[src/rtl/envelope_generator.sv]
// ADSR-style envelope generator.
// A key-press trigger restarts ATTACK from the current level. The envelope
// then steps on a divided tick through DECAY to SUSTAIN. Releasing the gate
// enters RELEASE, which ramps the level down to zero and returns to IDLE.
module envelope_generator #(
    parameter int unsigned ENV_WIDTH     = 16,
    parameter int unsigned TICK_DIV      = 1024,
    parameter int unsigned ATTACK_STEP   = 16'h0040,
    parameter int unsigned DECAY_STEP    = 16'h0010,
    parameter int unsigned SUSTAIN_LEVEL = 16'hC000,
    parameter int unsigned RELEASE_STEP  = 16'h0020
) (
    input  logic                 clk_in,
    input  logic                 rst_in,
    input  logic                 gate_in,
    input  logic                 trigger_in,
    input  logic [2:0]           note_sel_in,
    input  logic                 note_valid_in,
    output logic [ENV_WIDTH-1:0] env_out,
    output logic [2:0]           note_out,
    output logic [2:0]           state_out,
    output logic                 active_out
);

    localparam int unsigned          CNT_W    = (TICK_DIV > 1) ? $clog2(TICK_DIV) : 1;
    localparam logic [CNT_W-1:0]     CNT_LAST = CNT_W'(TICK_DIV - 1);
    localparam logic [ENV_WIDTH-1:0] ENV_MAX  = {ENV_WIDTH{1'b1}};
    localparam logic [ENV_WIDTH-1:0] ENV_ZERO = {ENV_WIDTH{1'b0}};
    localparam logic [ENV_WIDTH-1:0] ATK_C    = ENV_WIDTH'(ATTACK_STEP);
    localparam logic [ENV_WIDTH-1:0] DCY_C    = ENV_WIDTH'(DECAY_STEP);
    localparam logic [ENV_WIDTH-1:0] SUS_C    = ENV_WIDTH'(SUSTAIN_LEVEL);
    localparam logic [ENV_WIDTH-1:0] REL_C    = ENV_WIDTH'(RELEASE_STEP);

    typedef enum logic [2:0] {
        ST_IDLE    = 3'd0,
        ST_ATTACK  = 3'd1,
        ST_DECAY   = 3'd2,
        ST_SUSTAIN = 3'd3,
        ST_RELEASE = 3'd4
    } state_e;

    state_e               state_q, state_d;
    logic [ENV_WIDTH-1:0] env_q,   env_d;
    logic [2:0]           note_q,  note_d;
    logic [CNT_W-1:0]     cnt_q,   cnt_d;
    logic                 active_q, active_d;

    logic                 tick_s;
    logic                 accept_s;
    logic                 gate_drop_s;
    logic [ENV_WIDTH:0]   atk_sum_s;

    // Event decode: divided tick, accepted trigger, gate released while sounding.
    always_comb begin
        tick_s      = (cnt_q == CNT_LAST);
        accept_s    = trigger_in & gate_in & note_valid_in;
        gate_drop_s = ~gate_in & ((state_q == ST_ATTACK) ||
                                  (state_q == ST_DECAY)  ||
                                  (state_q == ST_SUSTAIN));
        // One extra bit so the attack sum can be saturated without wrapping.
        atk_sum_s   = {1'b0, env_q} + {1'b0, ATK_C};
    end

    // Tick divider: free-running wrap, restarted by an accepted trigger so the
    // first attack step lands a full tick period after the key press.
    always_comb begin
        cnt_d = cnt_q;
        if (accept_s) begin
            cnt_d = {CNT_W{1'b0}};
        end else if (tick_s) begin
            cnt_d = {CNT_W{1'b0}};
        end else begin
            cnt_d = cnt_q + CNT_W'(1);
        end
    end

    // Next-state and envelope arithmetic: trigger beats gate-drop beats tick.
    always_comb begin
        state_d = state_q;
        env_d   = env_q;
        note_d  = note_q;
        if (accept_s) begin
            // A retrigger keeps the current level so there is no audible click.
            state_d = ST_ATTACK;
            note_d  = note_sel_in;
        end else if (gate_drop_s) begin
            state_d = ST_RELEASE;
        end else if (tick_s) begin
            case (state_q)
                ST_ATTACK: begin
                    if (atk_sum_s >= {1'b0, ENV_MAX}) begin
                        env_d   = ENV_MAX;
                        state_d = ST_DECAY;
                    end else begin
                        env_d = atk_sum_s[ENV_WIDTH-1:0];
                    end
                end
                ST_DECAY: begin
                    // Compare the remaining gap rather than subtracting first,
                    // so the step can never underflow below the sustain level.
                    if (env_q <= SUS_C) begin
                        env_d   = SUS_C;
                        state_d = ST_SUSTAIN;
                    end else if ((env_q - SUS_C) <= DCY_C) begin
                        env_d   = SUS_C;
                        state_d = ST_SUSTAIN;
                    end else begin
                        env_d = env_q - DCY_C;
                    end
                end
                ST_SUSTAIN: begin
                    env_d = SUS_C;
                end
                ST_RELEASE: begin
                    if (env_q <= REL_C) begin
                        env_d   = ENV_ZERO;
                        state_d = ST_IDLE;
                    end else begin
                        env_d = env_q - REL_C;
                    end
                end
                ST_IDLE: begin
                    env_d = ENV_ZERO;
                end
                default: begin
                    state_d = ST_IDLE;
                    env_d   = ENV_ZERO;
                end
            endcase
        end else begin
            state_d = state_q;
        end
        active_d = (state_d != ST_IDLE);
    end

    // State, envelope, note and tick registers with asynchronous abort to idle.
    always_ff @(posedge clk_in or negedge rst_in) begin
        if (!rst_in) begin
            state_q  <= ST_IDLE;
            env_q    <= ENV_ZERO;
            note_q   <= 3'd0;
            cnt_q    <= {CNT_W{1'b0}};
            active_q <= 1'b0;
        end else begin
            state_q  <= state_d;
            env_q    <= env_d;
            note_q   <= note_d;
            cnt_q    <= cnt_d;
            active_q <= active_d;
        end
    end

    assign env_out    = env_q;
    assign note_out   = note_q;
    assign state_out  = state_q;
    assign active_out = active_q;

endmodule

[config.mk]
export PLATFORM = sky130hd
export DESIGN_NAME = envelope_generator
export DESIGN_NICKNAME = d
export VERILOG_FILES = /design/src/rtl/envelope_generator.sv
export SDC_FILE = /design/constraint.sdc
export NUM_CORES = 1
export LEC_CHECK = 0
export CAP_MARGIN = 15
export CELL_PAD_IN_SITES_DETAIL_PLACEMENT = 1
export CELL_PAD_IN_SITES_GLOBAL_PLACEMENT = 2
export CORE_ASPECT_RATIO = 1.2
export CORE_MARGIN = 4
export CORE_UTILIZATION = 23
export CTS_CLUSTER_SIZE = 40
export DETAILED_ROUTE_END_ITERATION = 7
export PLACE_DENSITY_LB_ADDON = 0.25
export SLEW_MARGIN = 25
export SYNTH_ARGS = -nofsm -noshare
export SYNTH_HDL_FRONTEND = slang
export SYNTH_SLANG_ARGS = --single-unit
[constraint.sdc]
create_clock -name clk_in -period 5.3 [get_ports clk_in]
set_input_delay 1.06 -clock clk_in [delete_from_list [all_inputs] [get_ports clk_in]]
set_output_delay 1.06 -clock clk_in [all_outputs]
set_load 0.02 [all_outputs]
* Word-level counts from Yosys, hierarchy flattened
Cells that the tools add are included.
** Storage, ports and cells
- Register bits after elaboration :: 33
- Word-level logic and storage cells :: 46
** Operators by class
- $add $sub $neg :: 5
- Order comparisons :: 4
- Equal/unequal tests :: 5
- Multiplexer cells :: 15
- Bitwise logic cells :: 6
- Reduce and logical (&&, ||, !) cells :: 6
** Operator list (number)
- two-way mux 16 bit :: 4
- one-hot mux 16 bit (4 select lines) :: 1
- two-way mux 3 bit :: 7
- two-way mux 10 bit :: 2
- adder 16 x 7 -> 17 bit, second input constant :: 1
- >= comparator 17 x 16 -> 1 bit, second input constant :: 1
- <= comparator 16 bit, second input constant :: 1
- <= comparator 16 x 5 -> 1 bit, second input constant :: 1
- <= comparator 16 x 6 -> 1 bit, second input constant :: 1
- subtractor 16 bit, second input constant :: 1
- subtractor 16 x 5 -> 16 bit, second input constant :: 1
- subtractor 16 x 6 -> 16 bit, second input constant :: 1
- one-hot mux 3 bit (4 select lines) :: 1
- adder 10 x 1 -> 10 bit, second input constant :: 1
- == test 10 bit, second input constant :: 1
- == test 3 x 2 -> 1 bit, second input constant :: 2
- bitwise AND 1 bit :: 3
- == test 3 x 1 -> 1 bit, second input constant :: 1
- == test 3 bit, second input constant :: 1
- zero test 3 bit :: 1
- inverter 1 bit :: 3
- AND reduction 3 bit :: 1
- nonzero test 3 bit :: 1
- logical OR 1 bit :: 2
- OR reduction 2 bit :: 1

* Depth between registers and ports, before layout
Gate-level depths: netlist of run 1.
- Depth in word-level cells :: 9
- Mapped depth :: 10
- Depth with buffers taken out :: 8

* Worst setup path before layout of run 1
OpenSTA, ideal clock, no wires.
- Path kind :: flip-flop to flip-flop
- From :: register env_q[7] (netlist: env_out[7])
- To :: register env_q[5] (netlist: env_out[5])
- Library setup time :: 0.126 ns
- Arrival time :: 2.457 ns
- Path slack :: 2.717 ns
- Cell stages (with the launch flop) :: 10
- Buffers on the path :: 2
- Period minus slack after synthesis :: 2.583 ns
- Path through :: dfrtp_1 -> clkbuf_1 -> inv_1 -> ha_1 -> a32oi_1 -> or4_1 -> o31ai_1 -> buf_2 -> o21ai_0 -> o2bb2ai_1
** On the way
- Longest elaborated chain between the ends :: 5
- Elaborated cells between the ends (all ways) :: 11
- Classes of those cells :: 2 x add/sub; 4 x order compare; 5 x mux
** RTL lines
- from (decl) :: RTL line 43 : logic [ENV_WIDTH-1:0] env_q, env_d;
- from (signal assigned) :: RTL line 146 : env_q <= env_d;
- subtractor 16 bit :: RTL line 104 : end else if ((env_q - SUS_C) <= DCY_C) begin
- <= comparator 16 x 5 -> 1 bit :: RTL line 104
- two-way mux 16 bit :: RTL line 104
- two-way mux 16 bit :: RTL line 101 : if (env_q <= SUS_C) begin
- one-hot mux 16 bit (4 select lines) * :: RTL line 89 : case (state_q)
Every way passes the cells marked *; elsewhere a longest branch is shown, timed or not.
A chain may end at the register's enable or synchronous reset.

* Final worst setup path of run 1
- From :: register env_q[7] (netlist: env_out[7])
- To :: register active_q (netlist: active_out)
** On the way
- Longest elaborated chain between the ends :: 9
- Elaborated cells between the ends (all ways) :: 15
- Classes of those cells :: 2 x add/sub; 4 x order compare; 8 x mux; 1 x reduce/logical
** RTL lines
- subtractor 16 bit :: RTL line 104
- <= comparator 16 x 5 -> 1 bit :: RTL line 104
- two-way mux 3 bit :: RTL line 104
- two-way mux 3 bit :: RTL line 101
- one-hot mux 3 bit (4 select lines) * :: RTL line 89
- two-way mux 3 bit * :: RTL line 88 : end else if (tick_s) begin
- two-way mux 3 bit * :: RTL line 86 : end else if (gate_drop_s) begin
- two-way mux 3 bit * :: RTL line 82 : if (accept_s) begin
- named net state_d[0] :: RTL line 42 : state_e state_q, state_d;
- nonzero test 3 bit * :: RTL line 133 : active_d = (state_d != ST_IDLE);
- named net active_d :: RTL line 46 : logic active_q, active_d;
- to (signal assigned) :: RTL line 149 : active_q <= active_d;
- to (decl) :: RTL line 46
Mark *: on every way through the listed nets, which the timed path passes. The rest lies on a longest branch.

==> results of run 1 <==
[registers in the layout, summed over array words and instances (netlist names)]
signal and flops:
active_out 1, cnt_q 10, env_out 13, note_out 3
state_out 3
[worst max-delay path by stage]
stage / start / to / slack, ns / cells past startpoint
after detailed placement: gate_in / env_out[6]$_DFFE_PN0P_ / 2.07 / 7
after global routing: env_out[7]$_DFFE_PN0P_ / active_out$_DFF_PN0_ / 2.05 / 8
after CTS: env_out[7]$_DFFE_PN0P_ / active_out$_DFF_PN0_ / 2.24 / 8
final: env_out[7]$_DFFE_PN0P_ / active_out$_DFF_PN0_ / 2.26 / 8
after global placement: gate_in / env_out[6]$_DFFE_PN0P_ / 2.11 / 7
after floorplan: env_out[7]$_DFFE_PN0P_ / env_out[5]$_DFFE_PN0P_ / 2.72 / 9
[cells by family after synthesis]
| family | after synthesis | synth area share, % |
|---|---|---|
| AOI/OAI and AO/OA | 77 | 23.1 |
| xor gates and xnor gates | 15 | 5.21 |
| and+or+nand+nor | 145 | 29.9 |
| DFF | 30 | 29.8 |
| adders and majority gates | 11 | 5.46 |
| buffers and inverters | 37 | 6.60 |
[per-stage QoR]
stage	utilization, %	setup slack (ns)	cell area (sq um)
final	29.1	2.26	3090
after global routing	29.1	2.05	3090
after CTS	29.1	2.24	3090
after detailed placement	27.2	2.07	2890
after global placement	27.2	2.11	2890
after floorplan	-	2.72	2520
[tightest hold or removal path, stage by stage, from the launching register on]
cell and delay [ns]:
dfrtp_1 0.35, nand2_1 0.05, nand2_1 0.05
[Yosys cell counts, drive strengths merged, types with 7 or more instances]
library cell / count
buf: 11
o21ai: 10
and3: 7
inv: 13
dfrtp: 30
nor3: 9
nor2: 36
nand2b: 7
clkbuf: 13
a21oi: 12
ha: 11
xor2: 11
nand2: 35
nand3: 17
[metal layers]
layer  vias to the layer above  GRT usage (%)  wire [um]
li1                       1199              -          -
met1                      1276           18.4       4120
met2                        46           26.6       4600
met3                         5           2.52        364
met4                         0           5.24         78
met5                         -              0          0
[power breakdown]
group / internal, mW / switching, mW
sequential: 0.259 / 0.0457
combinational: 0.114 / 0.185
clock: 0.282 / 0.115
total: 0.655 / 0.345
[area by class of cell]
type | instances | area [sq um]
fill | 1269 | 7530
multi-input combinational | 248 | 1620
sequential | 30 | 751
timing repair buffer | 32 | 315
tap | 129 | 161
clock buffer | 6 | 139
clock inverter | 2 | 60.1
inverter | 13 | 48.8
==> summary.md, run 1 <==
| Metric | Value |
|---|---|
| Ys Warns | `0` |
| # rows | `41` |
| Worst-path clk slew | `0.06 ns` |
| Crit-path cells | `ha_1, nand3_1, xor2_1, or4_1, o31ai_1, buf_4, o311ai_0, nand4b_1` |
| Area growth syn-to-layout | `22.6%` |
| Maximum VDD drop | `0.000131 V` |
| Post-synth top area cell | `dfrtp_1` |
| Setup TNS | `0 ns` |
| Total power | `1.00 mW` |
| Final hold slack | `0.490 ns` |
| Actual slew at the worst max-slew pin | `0.798 ns` |
| Largest net degree at the start of global routing | `31` |
| Worst hold start | `note_out[2]$_DFFE_PN0P_` |
| Clock latency on the worst-skew pair | `0.28 ns` |
| Max-Slew Margin vs Limit | `46.7%` |
| TritonCTS Buffers | `5` |
| Worst hold path class | `reg -> reg` |
| CP max stage cell | `dfrtp_1` |
| Max cap viols | `0` |
| Clock sink total | `30` |
| Die width | `104 um` |
| Synth Net Count | `334` |
| Top cells by area, synth | `dfrtp_1 (30%), ha_1 (5.5%), nand2_1 (5.2%)` |
| Ant. Diodes | `0` |
| Syn_area_per_cell | `8.00 sq um` |
| Final hold vios | `0` |
| # Post-CTS Setup Buffers | `0` |
| Routability Congestion | `0.789` |
| Max H-tree Level | `2` |
| Fraction of registers with async set/reset | `100%` |
| Unrepaired setup endpoints after global routing | `no` |
| Mapped Area | `2520 sq um` |
| Most frequent cells in the layout | `nand2_1 (35), nor2_1 (35), dfrtp_1 (30), clkdlybuf4s50_1 (30), nand3_1 (17)` |
| Max Clock Skew | `0.00459 ns` |
| Arrival time worst endpoint | `3.19 ns` |
| Antenna Nets Post-Route | `0` |
| Reg2Reg Depth | `8` |
| CP Capture Type | `flip-flop` |
| CORE AREA | `10600 sq um` |
| Slew Limit Fails | `0` |
| Vias in the first global route | `2601` |
| DR vias | `2526` |
| CTS resizes | `0` |
| Cell count after placement | `452` |
| Io pins | `31` |
| Main synth FF type | `dfrtp_1` |
| Hold_buf cts | `0` |
| Routed wire length | `9.17 mm` |
| Crit path required time | `5.44 ns` |
| Top-area cell type share of the netlist area | `29.8%` |
| Die Ht | `123 um` |
| Sequential cell area fraction in the yosys report | `29.8%` |
| Layout cells sized above 1 | `6.04%` |
| Die area | `12700 sq um` |
| Total gr overflow | `0` |
| Pwr Density | `324 nW/um^2` |
| CP Max Fanout | `15` |
| Post-route DRC | `0` |
| Via/cell ratio | `5.49` |
| First-pass GRT wire length | `14.8 mm` |
| Netlist cell types | `62` |
| Worst path buffer plus inverter count | `1` |
| # setup viols final | `0` |
| Post-DP HPWL | `6.67 mm` |
| CTS tree | `built` |
| Synthesized instance count | `315` |
| Pleak | `1.21 nW` |
| Root Buffer | `clkbuf_16` |
| Initial DRC count | `120` |
| CTS Buffer Depth | `2` |
| Drt first pass iters | `4` |
| Fin crit share | `57.4%` |
| WL/cell | `19.9 um` |
| Worst R2R End | `active_out$_DFF_PN0_` |
| F_max | `329 MHz` |
| Final nets | `349` |
| Post-synth EDFFs | `0` |
| GRT Total Usage | `15.0%` |
| Initial antenna violation count | `0` |
| Largest stage delay on the critical path | `0.68 ns` |
| CP top delay family | `simple AND/OR/NAND/NOR gates` |
| Register bit count reported by yosys | `30` |
| Worst Hold End | `note_out[2]$_DFFE_PN0P_` |
| Number of port buffers | `30` |
| Minimum clock period | `3.04 ns` |
| Hold depth | `2` |
| Outcome | `completed` |
| Reg2reg setup slack | `2.26 ns` |
| Worst R2R Start | `env_out[7]$_DFFE_PN0P_` |
| Worst Setup Start Kind | `flip-flop` |
| Critical path class | `reg -> reg` |
| Initial core utilization | `23.7%` |
| Final cell count without fillers | `460` |
(Power assumes the default switching activity.)
==> run 2, diff against run 1 <==
==> constraint.sdc (replaced) <==
create_clock -name clk_in -period 2.65 [get_ports clk_in]
set_input_delay 0.53 -clock clk_in [delete_from_list [all_inputs] [get_ports clk_in]]
set_output_delay 0.53 -clock clk_in [all_outputs]
set_load 0.02 [all_outputs]
==> run 2 against run 1 <==
Effect of this change: worst hold slack lost 0.014 ns; critical path depth grew 1; clock skew shrank 0.0023 ns; utilization grew 2.4 points; first-iteration DRC count grew 37%; worst setup slack lost 2.0 ns; sequential share of layout area shrank 1.8 points; clock-buffer cell count is the same; via count grew 5.5%.
==> summary.md, run 2 (synthesis results as in run 1) <==
| Metric | Value |
|---|---|
| Number of port buffers | `30 (unchanged)` |
| CP Max Fanout | `12 (-3)` |
| Max Clock Skew | `0.00231 ns (-0.00228 ns)` |
| # setup viols final | `0 (unchanged)` |
| Worst R2R End | `active_out$_DFF_PN0_` |
| Hold_buf cts | `0 (unchanged)` |
| Met3 wire length | `292 um (-20%)` |
| Worst hold start | `note_out[2]$_DFFE_PN0P_` |
| Pleak | `1.36 nW (+13%)` |
| Finished Core Util | `31.5% (+2.4 points)` |
| CTS Buffer Depth | `2 (unchanged)` |
| Initial DRC count | `164 (+37%)` |
| Ant. Diodes | `0 (unchanged)` |
| Via/cell ratio | `5.42 (-1.4%)` |
| Post-DP Area | `3130 sq um (+8.1%)` |
| Setup TNS | `0 ns (unchanged)` |
| Final cell count without fillers | `492 (+7.0%)` |
| Reg2reg setup slack | `0.21 ns (-2.05 ns)` |
| Setup WS pre-CTS | `0.00977 ns (-2.06 ns)` |
| Slew Limit Fails | `0 (unchanged)` |
| Final Cell Area | `3350 sq um (+8.3%)` |
| F_max | `410 MHz (+25%)` |
| Most frequent cells in the layout | `nand2_1 (35), nor2_1 (35), buf_4 (34)` |
| Number of flip-flops in the largest register | `13 (unchanged)` |
| CTS tree | `built` |
| Die width | `104 um (unchanged)` |
| Final setup margin | `0.211 ns (-2.05 ns)` |
| Minimum clock period | `2.44 ns (-0.604 ns)` |
| Total gr overflow | `0 (unchanged)` |
| # rows | `41 (unchanged)` |
| Maximum VDD drop | `0.000359 V (+170%)` |
| Worst R2R Start | `env_out[6]$_DFFE_PN0P_` |
| Arrival time worst endpoint | `2.58 ns (-0.61 ns)` |
| Fin crit share | `92.1% (+35 points)` |
| Clock sink total | `30 (unchanged)` |
| Worst Setup Start Kind | `flip-flop` |
| Area growth syn-to-layout | `32.8%` |
| Post-DP HPWL | `7.42 mm (+11%)` |
| Unrepaired setup endpoints after global routing | `no` |
| Routed length on met1 | `4.50 mm (+9.1%)` |
| Max cap viols | `0 (unchanged)` |
| CP Capture Type | `flip-flop` |
| Max H-tree Level | `2 (unchanged)` |
| Root Buffer | `clkbuf_16` |
| Crit path required time | `2.79 ns (-2.65 ns)` |
| Pwr Density | `614 nW/um^2 (+90%)` |
| Layout cells sized above 1 | `15.7% (+9.7 points)` |
| Antenna Nets Post-Route | `0 (unchanged)` |
| Routed wire length | `9.91 mm (+8.1%)` |
| Final hold vios | `0 (unchanged)` |
| DR vias | `2665 (+5.5%)` |
| Drt first pass iters | `4 (unchanged)` |
| Io pins | `31 (unchanged)` |
| First-pass GRT wire length | `16.2 mm (+9.3%)` |
| Met2 wire length | `4.95 mm (+7.5%)` |
| Worst-path clk slew | `0.05 ns (about the same)` |
| WL/cell | `20.1 um (+1.0%)` |
| Worst hold path class | `reg -> reg` |
| CORE AREA | `10600 sq um (unchanged)` |
| Worst Hold End | `note_out[2]$_DFFE_PN0P_` |
| GRT Total Usage | `16.1% (+1.1 points)` |
| Outcome | `completed` |
| Die area | `12700 sq um (unchanged)` |
| Reg2Reg Depth | `9 (+1)` |
| Vias in the first global route | `2871 (+10%)` |
| Largest net degree at the start of global routing | `31 (unchanged)` |
| Initial core utilization | `23.7% (unchanged)` |
| Die Ht | `123 um (unchanged)` |
| Hold depth | `2 (unchanged)` |
| Routability Congestion | `0.844 (+7.0%)` |
| Post-route DRC | `0 (unchanged)` |
| TritonCTS Buffers | `5 (unchanged)` |
| Cell count after placement | `484 (+7.1%)` |
| Uppermost routed layer | `met4` |
| Actual slew at the worst max-slew pin | `0.613 ns (-0.185 ns)` |
| Initial antenna violation count | `0 (unchanged)` |
| Clock latency on the worst-skew pair | `0.27 ns (about the same)` |
| Max-Slew Margin vs Limit | `59.0% (+12 points)` |
| Critical path class | `reg -> reg` |
| Final nets | `381 (+9.2%)` |
run 2: cell types whose count changed in the layout (fill, tap and decap cells not counted), sizes merged:
cell	previous run	this run
buf	2	34
run 2: report_power, final:
group | switching [mW] | leakage (nW) | internal (mW)
combinational | 0.439 | 0.885 | 0.270
sequential | 0.0493 | 0.382 | 0.519
clock | 0.214 | 0.0971 | 0.564
run 2: through the flow:
step	power, mW	hold WS, ns
finish	2.06	0.477
detailed placement	1.29	0.465
CTS	2.07	0.479
global route	2.17	0.524
floorplan	0.979	0.234
global placement	1.28	0.457
run 2: area by class of cell:
| class | instances | area [sq um] |
|---|---|---|
| Timing Repair Buffer | 64 | 556 |
| Clock inverter | 2 | 60.1 |
| Clock buffer | 6 | 139 |
| Multi-Input combinational cell | 248 | 1630 |
| Inverter | 13 | 48.8 |
| Tap cell | 129 | 161 |
| Fill cell | 1260 | 7270 |
| Sequential cell | 30 | 752 |
run 2: how the worst max path moves through the flow:
| stage | startpoint | to | slack (ns) | depth (start not counted) |
|---|---|---|---|---|
| floorplan | env_out[7]$_DFFE_PN0P_ | env_out[5]$_DFFE_PN0P_ | 0.07 | 9 |
| global placement | gate_in | env_out[14]$_DFFE_PN0P_ | 0.07 | 6 |
| detailed placement | gate_in | env_out[14]$_DFFE_PN0P_ | 0.01 | 6 |
| CTS | env_out[8]$_DFFE_PN0P_ | active_out$_DFF_PN0_ | 0.03 | 7 |
| global route | env_out[6]$_DFFE_PN0P_ | active_out$_DFF_PN0_ | 0.04 | 9 |
| finish | env_out[6]$_DFFE_PN0P_ | active_out$_DFF_PN0_ | 0.21 | 9 |
run 2: timing repair:
action	CTS	global route
pin swaps	0	0
endpoints found under the setup margin	1	5
gates resized for setup	1	6
setup buffers	0	0
run 2: critical path: stages (launching register included):
cell	delay, ns
dfrtp_1	0.41
inv_1	0.09
buf_4	0.15
ha_1	0.15
a32oi_1	0.10
or4_1	0.53
o31ai_1	0.26
buf_4	0.27
o311ai_1	0.14
nand4b_1	0.20
run 2: metal layers:
layer  track usage, %  up-vias
met2             28.3       47
met5                0        -
met4             4.82        0
li1                 -     1264
met3             2.31       15
met1             20.6     1339
